==> src/rtl/snn_mac_scheduler.sv <==
// Timestep controller for the spiking MAC datapath: streams one weight row per
// output neuron into the MAC, tracks the MAC latency with a valid/index shift
// register, and integrates each returned sum into a leaky membrane potential.
module snn_mac_scheduler #(
    parameter int S       = 25,
    parameter int W       = 16,
    parameter int N_NEUR  = 10,
    parameter int ADDR_W  = 4,
    parameter int VW      = 24,
    parameter int MAC_LAT = 3
) (
    input  logic                clk,
    input  logic                rst,
    input  logic                start,
    input  logic                clear_v,
    input  logic [S-1:0]        spikes_in,
    input  logic [VW-1:0]       threshold,
    input  logic [VW-1:0]       leak,
    output logic [ADDR_W-1:0]   w_addr,
    input  logic [S*W-1:0]      w_data,
    output logic [S-1:0]        mac_pixels,
    output logic [S*W-1:0]      mac_weights,
    input  logic [20:0]         mac_sum,
    output logic [N_NEUR-1:0]   spike_out,
    output logic                busy,
    output logic                done,
    input  logic [ADDR_W-1:0]   v_sel,
    output logic [VW-1:0]       v_out
);

    typedef enum logic [1:0] {IDLE, RUN, DRAIN, DONE} state_t;

    // Oldest pipeline stage; it lines up with the mac_sum of its neuron.
    localparam logic [MAC_LAT-1:0] LAST_STAGE = MAC_LAT'(1) << (MAC_LAT - 1);

    state_t              state_reg, state_next;
    logic [ADDR_W-1:0]   cnt_reg;
    logic [S-1:0]        pix_reg;
    logic [VW-1:0]       thr_reg;
    logic [VW-1:0]       leak_reg;
    logic [MAC_LAT-1:0]  pv_reg;
    logic [ADDR_W-1:0]   pidx_reg [MAC_LAT];
    logic [VW-1:0]       v_reg [N_NEUR];

    logic                start_acc;
    logic                clear_acc;
    logic                issue_en;
    logic                last_issue;
    logic                tail_only;
    logic                upd_en;
    logic [ADDR_W-1:0]   upd_idx;
    logic [VW-1:0]       v_cur;
    logic [VW:0]         sum_ext;
    logic [VW-1:0]       v_sat;
    logic [VW-1:0]       v_leak;
    logic                fire;

    assign start_acc   = (state_reg == IDLE) && start;
    assign clear_acc   = (state_reg == IDLE) && clear_v && !start;
    assign last_issue  = (cnt_reg == ADDR_W'(N_NEUR - 1));
    // Only the oldest stage may still hold work: its update lands this cycle.
    assign tail_only   = ((pv_reg & ~LAST_STAGE) == '0);
    assign upd_en      = pv_reg[MAC_LAT-1];
    assign upd_idx     = pidx_reg[MAC_LAT-1];
    assign w_addr      = cnt_reg;
    assign mac_pixels  = pix_reg;
    assign mac_weights = w_data;

    // FSM state register.
    always_ff @(posedge clk or posedge rst) begin
        if (rst) state_reg <= IDLE;
        else     state_reg <= state_next;
    end

    // FSM next-state logic.
    always_comb begin
        state_next = state_reg;
        case (state_reg)
            IDLE:    if (start)      state_next = RUN;
            RUN:     if (last_issue) state_next = DRAIN;
            DRAIN:   if (tail_only)  state_next = DONE;
            DONE:                    state_next = IDLE;
            default:                 state_next = IDLE;
        endcase
    end

    // FSM outputs.
    always_comb begin
        busy     = (state_reg == RUN) || (state_reg == DRAIN);
        done     = (state_reg == DONE);
        issue_en = (state_reg == RUN);
    end

    // Row issue counter and per-timestep operand latches.
    always_ff @(posedge clk or posedge rst) begin
        if (rst) begin
            cnt_reg  <= '0;
            pix_reg  <= '0;
            thr_reg  <= '0;
            leak_reg <= '0;
        end else if (start_acc) begin
            cnt_reg  <= '0;
            pix_reg  <= spikes_in;
            thr_reg  <= threshold;
            leak_reg <= leak;
        end else if (issue_en) begin
            cnt_reg  <= last_issue ? '0 : cnt_reg + 1'b1;
        end
    end

    // Valid/index shift register tracking rows in flight through the MAC.
    always_ff @(posedge clk or posedge rst) begin
        if (rst) begin
            pv_reg <= '0;
            for (int i = 0; i < MAC_LAT; i++) pidx_reg[i] <= '0;
        end else begin
            pv_reg[0]   <= issue_en;
            pidx_reg[0] <= cnt_reg;
            for (int i = 1; i < MAC_LAT; i++) begin
                pv_reg[i]   <= pv_reg[i-1];
                pidx_reg[i] <= pidx_reg[i-1];
            end
        end
    end

    // Select the membrane being updated this cycle.
    always_comb begin
        v_cur = '0;
        for (int k = 0; k < N_NEUR; k++)
            if (upd_idx == ADDR_W'(k)) v_cur = v_reg[k];
    end

    // Integrate with saturation, apply leak with a floor at zero, then test.
    always_comb begin
        sum_ext = {1'b0, v_cur} + (VW+1)'(mac_sum);
        v_sat   = sum_ext[VW] ? '1 : sum_ext[VW-1:0];
        v_leak  = (v_sat > leak_reg) ? (v_sat - leak_reg) : '0;
        fire    = (v_leak >= thr_reg);
    end

    // Per-neuron membrane potential and output spike bit.
    generate
        for (genvar gi = 0; gi < N_NEUR; gi++) begin : g_neur
            logic hit;
            assign hit = upd_en && (upd_idx == ADDR_W'(gi));

            // Membrane: cleared on request, else replaced by the update result.
            always_ff @(posedge clk or posedge rst) begin
                if (rst)            v_reg[gi] <= '0;
                else if (clear_acc) v_reg[gi] <= '0;
                else if (hit)       v_reg[gi] <= fire ? '0 : v_leak;
            end

            // Spike bit: cleared at timestep start, set when this neuron fires.
            always_ff @(posedge clk or posedge rst) begin
                if (rst)              spike_out[gi] <= 1'b0;
                else if (start_acc)   spike_out[gi] <= 1'b0;
                else if (hit && fire) spike_out[gi] <= 1'b1;
            end
        end
    endgenerate

    // Membrane readout; unused selects read as zero.
    always_comb begin
        v_out = '0;
        for (int k = 0; k < N_NEUR; k++)
            if (v_sel == ADDR_W'(k)) v_out = v_reg[k];
    end

endmodule

==> config.mk <==
export PLATFORM = sky130hd
export DESIGN_NAME = snn_mac_scheduler
export DESIGN_NICKNAME = d
export VERILOG_FILES = /design/src/rtl/snn_mac_scheduler.sv
export SDC_FILE = /design/constraint.sdc
export NUM_CORES = 1
export LEC_CHECK = 0
export ABC_AREA = 1
export CORE_AREA = 2 2 377 379
export CTS_CLUSTER_DIAMETER = 30
export CTS_CLUSTER_SIZE = 40
export DETAILED_ROUTE_END_ITERATION = 8
export DIE_AREA = 0 0 379 381
export PLACE_DENSITY_LB_ADDON = 0.05
export SETUP_SLACK_MARGIN = 0.5
export SKIP_CTS_REPAIR_TIMING = 1
export SYNTH_ARGS = -nofsm -noshare
export SYNTH_HDL_FRONTEND = slang
export SYNTH_SLANG_ARGS = --single-unit
==> constraint.sdc <==
create_clock -name clk -period 26.3 [get_ports clk]
set_input_delay 7.89 -clock clk [delete_from_list [all_inputs] [get_ports clk]]
set_output_delay 7.89 -clock clk [all_outputs]
set_load 0.05 [all_outputs]
==> metrics, run 1 <==
Row Count 138; combinational power share 0.520; total grt overflow 0; Die X 379 µm; post-DR vias/cell 4.13; crit path launch type input pin; share of cells above drive strength 1 0.141; htree depth 4; starting density of the core 0.165; critical path class input pin to output pin; fin. max-slew vios 0; TritonRoute pass-1 iters 5; Crit Reg-Reg Endpoint v_reg[112]$_DFFE_PP0P_; Die Height 381 µm; Syn Inst Count 3023; Final Critical Period 19.22 ns; outcome finished, final reports clean; Worst IR Drop VDD 147 µV; initial antenna violation count 11; core area 141000 µm²; Placed Cells 4595; Finished Layout Cells 4831; Worst setup endpoint v_out[5]; P_int 2.38 mW; Multi-input gate area 9960 µm²; Max-slew headroom 0.260; root buf cell clkbuf_16; total chip power 4.83 mW; DR WL/cell 26.5 µm; sw frac 0.506; Clock power frac 0.311; Yosys top cell by area dfrtp_1; Area Growth Syn to Fin 22.1%; count leader, synth nand2_1; met3 GRT Util 0.111; TritonCTS clock tree built; Avg Cell Area, Syn 7.66 µm²; max-cap viol count 0; Starting DRT DRC Count 1522; fmax 52.0 MHz; post-synthesis register bit count 344; DIE AREA 144000 µm²; sequential element share of the synthesized area 0.372; fillers 15740; Synth top cells by count 828 x nand2_1, 406 x buf_4, 344 x dfrtp_1, 249 x inv_1, 168 x a21oi_1; Async SR Flop Fraction 1.00; Worst setup EP type output pin; Clock Path Buffers 3; I/O pin total 967; Synth Net Count 3603; RR Startpoint upd_idx[1]$_DFF_PP0_; synth unique cells 45; max FFs per register 240; drt drc 0; DRT Wirelength 128000 µm; post-synth top area share 0.372; dpl hpwl 95500 µm; Leakage 12.6 nW; RSZ-0062 raised after global routing false; Worst R2R Setup Slack 15.20 ns; RD Place Congestion 0.808; Clock Latency Late Sink 0.73 ns; largest net degree at the start of global routing 156; routed via count 19940; part of the power in registers 0.169; total track usage 0.175; switching power 2.44 mW; Synth Flop Type dfrtp_1; CTS Buf Count 131; vias in the first global route 20736; number of enable flip-flop cells after synthesis 0; Nets 3418; clk sink count 344; clock skew 0.0263 ns; P per Cell Area 171 nW/µm²; CTS clock-pin slew for the worst setup and hold paths 0.04 ns; Netlist Area Pre-Place 23100 µm²; Worst Hold Class flip-flop to flip-flop; Synth area leaders dfrtp_1 37%, nand2_1 13%, buf_4 13%; Register Area 8610 µm²; port bufs 166; final hold vios 0; Top Usage Layer GRT met2; Final setup viols 0; met1 GRT Util 0.201; fin crit share 0.731; worst-path fanout max 19; FF-to-FF path depth 41; CP required 18.41 ns; CP arrival 11.33 ns; met2 Use GR 0.259; first-pass GRT wire length 175000 µm; Final TNS setup 0 ns; pin slew with the least headroom to its limit 1.11 ns; Critical path origin v_sel[0]; Routed Antenna Nets 0; YS warnings 0
[kinds of logic (layout without fill, tap and decap cells)]
kind of cell	Yosys count	after routing	share of synthesized area
adders and majority gates	78	78	0.0428
xor gates and xnor gates	32	32	0.0121
AOI/OAI and AO/OA	532	532	0.140
and+or+nand+nor	1250	1250	0.235
DFF	344	344	0.372
other	0	3	0
buffers and inverters	787	702	0.199
[placed cells by master, fill, tap and decap left out, types with 4 or more instances in the layout]
cell type	netlist	routed
a21o_1	4	4
a21oi_1	168	167
buf_4	406	39
clkbuf_1	71	29
clkbuf_16	0	134
clkbuf_8	0	44
clkdlybuf4s50_1	0	166
clkinv_2	0	11
clkinv_8	0	5
dfrtp_1	344	344
ha_1	76	76
inv_1	249	245
inv_2	12	13
inv_6	0	4
nand2_1	828	828
nand2_2	9	9
nand2_4	12	12
nand3_1	158	158
nand4_1	58	58
nor2_1	123	120
nor2_2	6	9
nor2_4	26	26
nor3_1	15	14
nor3b_1	4	4
o2111ai_1	26	26
o21ai_0	124	124
o21ai_1	51	51
o21ai_2	91	91
o21bai_1	6	6
o221ai_1	7	7
o22ai_1	45	45
xnor2_1	11	11
xor2_1	21	21
[power groups by stage]
stage / Sequential (mW) / Clock [mW] / Combinational, mW
final: 0.817 / 1.50 / 2.51
after global routing: 0.839 / 1.57 / 2.79
after CTS: 0.819 / 1.54 / 2.58
after detailed placement: 0.823 / 0 / 2.57
after global placement: 0.827 / 0 / 2.57
after floorplan: 0.860 / 0 / 1.73
[layer usage]
| metal | wire length (µm) | share of wire |
|---|---|---|
| met3 | 18500 | 0.14 |
| met4 | 3990 | 0.031 |
| met5 | 529 | 0.0041 |
| met2 | 54800 | 0.43 |
| met1 | 50100 | 0.39 |
[critical path, stage by stage]
cell	delay, ns
clkdlybuf4s50_1	0.54
inv_1	0.07
nor2_1	0.26
inv_1	0.13
nor2_2	0.11
buf_4	0.39
inv_1	0.29
o21ai_0	0.43
nand2_1	0.11
a21oi_1	0.15
nand3_1	0.19
clkdlybuf4s50_1	0.76
[layout make-up]
type	instances	area share
well taps	1890	0.0836
inverters	263	0.0353
multi-input cells	1892	0.352
clock inverters	26	0.0105
diodes	3	0.000266
repair buffers	206	0.0698
clock buffers	207	0.144
flip-flops and latches	344	0.304
[through the flow]
step           worst slack (ns)  cell area, µm²  hold slack (ns)   util
6_report                   7.08           28300            0.345  0.201
5_1_grt                    6.83           28300            0.360  0.201
4_1_cts                    6.98           28300            0.347  0.201
3_5_place_dp               6.98           23900            0.338  0.170
3_3_place_gp               6.98           23900            0.333  0.170
2_1_floorplan              8.87           23100            0.331      -
[worst min-delay path by stage]
stage	end	cells after the start	slack, ns	start
2_1_floorplan	pidx_reg[4]$_DFF_PP0_	0	0.33	pidx_reg[8]$_DFF_PP0_
6_report	pidx_reg[7]$_DFF_PP0_	0	0.34	pidx_reg[11]$_DFF_PP0_
5_1_grt	pidx_reg[7]$_DFF_PP0_	0	0.36	pidx_reg[11]$_DFF_PP0_
4_1_cts	pidx_reg[7]$_DFF_PP0_	0	0.35	pidx_reg[11]$_DFF_PP0_
3_5_place_dp	pidx_reg[6]$_DFF_PP0_	0	0.34	pidx_reg[10]$_DFF_PP0_
3_3_place_gp	upd_idx[2]$_DFF_PP0_	0	0.33	pidx_reg[6]$_DFF_PP0_
Note: power is estimated with default switching activity, not from simulation.
==> inputs of run 2 (changes only) <==
Clock period 26.3 ns to 19.55 ns, I/O delays scaled along.
==> metrics, run 2 (same netlist as run 1, synthesis figures left out) <==
CP required 13.68 ns; routed via count 20208; post-place instance area 23900 µm²; post-DR vias/cell 4.17; fin crit share 0.786; Die Height 381 µm; critical path class input pin to output pin; htree depth 4; Starting DRT DRC Count 1259; pin slew with the least headroom to its limit 1.12 ns; max-cap viol count 0; TritonRoute pass-1 iters 5; first-pass GRT wire length 178000 µm; Worst Hold Class flip-flop to flip-flop; max FFs per register 240; Leakage 12.8 nW; Worst setup EP type output pin; Row Count 138; CTS Buf Count 140; Die X 379 µm; share of cells above drive strength 1 0.143; Final Critical Period 15.36 ns; starting density of the core 0.165; final instance area 28500 µm²; clk sink count 344; total grt overflow 0; fmax 65.1 MHz; total track usage 0.179; Final setup viols 0; CP arrival 9.49 ns; vias in the first global route 21156; Clock Path Buffers 3; worst-path fanout max 19; Worst IR Drop VDD 297 µV; crit path launch type input pin; TritonCTS clock tree built; outcome finished, final reports clean; Routed Antenna Nets 0; clock skew 0.0281 ns; port bufs 166; most frequent cells in the layout 825 x nand2_1, 344 x dfrtp_1, 245 x inv_1; drt drc 0; Area Growth Syn to Fin 23.3%; RD Place Congestion 0.807; Max-slew headroom 0.253; DRT Wirelength 131000 µm; fin. max-slew vios 0; DIE AREA 144000 µm²; RSZ-0062 raised after global routing false; leading cell type in the layout, fill and taps excluded nand2_1; DR WL/cell 27.1 µm; CTS clock-pin slew for the worst setup and hold paths 0.04 ns; Final TNS setup 0 ns; largest net degree at the start of global routing 133; fillers 15796; Nets 3429; core area 141000 µm²; dpl hpwl 96400 µm; I/O pin total 967; Clock Latency Late Sink 0.75 ns; root buf cell clkbuf_16; final hold vios 0; initial antenna violation count 7; P per Cell Area 232 nW/µm²
run 2: area by class of cell:
class                      instances  area, µm²  share of cell area
inverter                         263        997              0.0349
clock buffer                     223       4280               0.150
sequential                       344       8610               0.302
tap                             1890       2360              0.0829
timing repair buffer             208       2000              0.0701
multi-input combinational       1892       9960               0.349
clock inverter                    24        329              0.0115
antenna                            1       2.50           0.0000877
run 2: metrics by stage:
stage / hold WS, ns / setup WS (ns) / util / cells / power (mW)
2_1_floorplan: 0.331 / 4.15 / - / 3023 / 3.48
3_3_place_gp: 0.334 / 4.16 / 0.170 / 4595 / 4.58
3_5_place_dp: 0.336 / 4.14 / 0.170 / 4597 / 4.57
4_1_cts: 0.325 / 4.13 / 0.203 / 4844 / 6.76
5_1_grt: 0.344 / 3.87 / 0.203 / 4844 / 7.08
6_report: 0.323 / 4.19 / 0.203 / 4845 / 6.63
run 2: per-layer routing:
metal  vias up  track usage  part of all wire
met3       338        0.104              0.13
met5         -      0.00809            0.0012
met1      9665        0.206              0.40
met4        10       0.0807             0.040
li1       9192            -                 -
met2      1003        0.265              0.43
run 2: power breakdown:
part           total, mW  switching (mW)  leakage [nW]  internal (mW)
Combinational       3.40            2.56          5.90          0.847
Sequential          1.10           0.155          4.60          0.941
Clock               2.13           0.602          2.27           1.52
run 2: path summary, 6_finish.rpt:
check,startpoint,end,slack [ns],cells after the start
worst max-delay path,v_sel[3],v_out[21],4.19,11
worst min-delay path,pidx_reg[4]$_DFF_PP0_,upd_idx[0]$_DFF_PP0_,0.32,0
worst max register to register,upd_idx[1]$_DFF_PP0_,v_reg[184]$_DFFE_PP0P_,9.50,36
worst min register to register,pidx_reg[4]$_DFF_PP0_,upd_idx[0]$_DFF_PP0_,0.32,0
max in group asynchronous,rst,spike_out[2]$_DFFE_PP0P_,12.31,3
min in group asynchronous,rst,v_reg[27]$_DFFE_PP0P_,5.65,2
run 2: worst max-delay path: stages:
cell,delay (ns)
clkdlybuf4s50_1,0.46
nor2_1,0.49
nand2_2,0.61
inv_1,0.51
nand2_1,0.09
o2111ai_1,0.14
a21oi_1,0.06
nand2_1,0.14
a21oi_1,0.07
nand4_1,0.19
clkdlybuf4s50_1,0.85
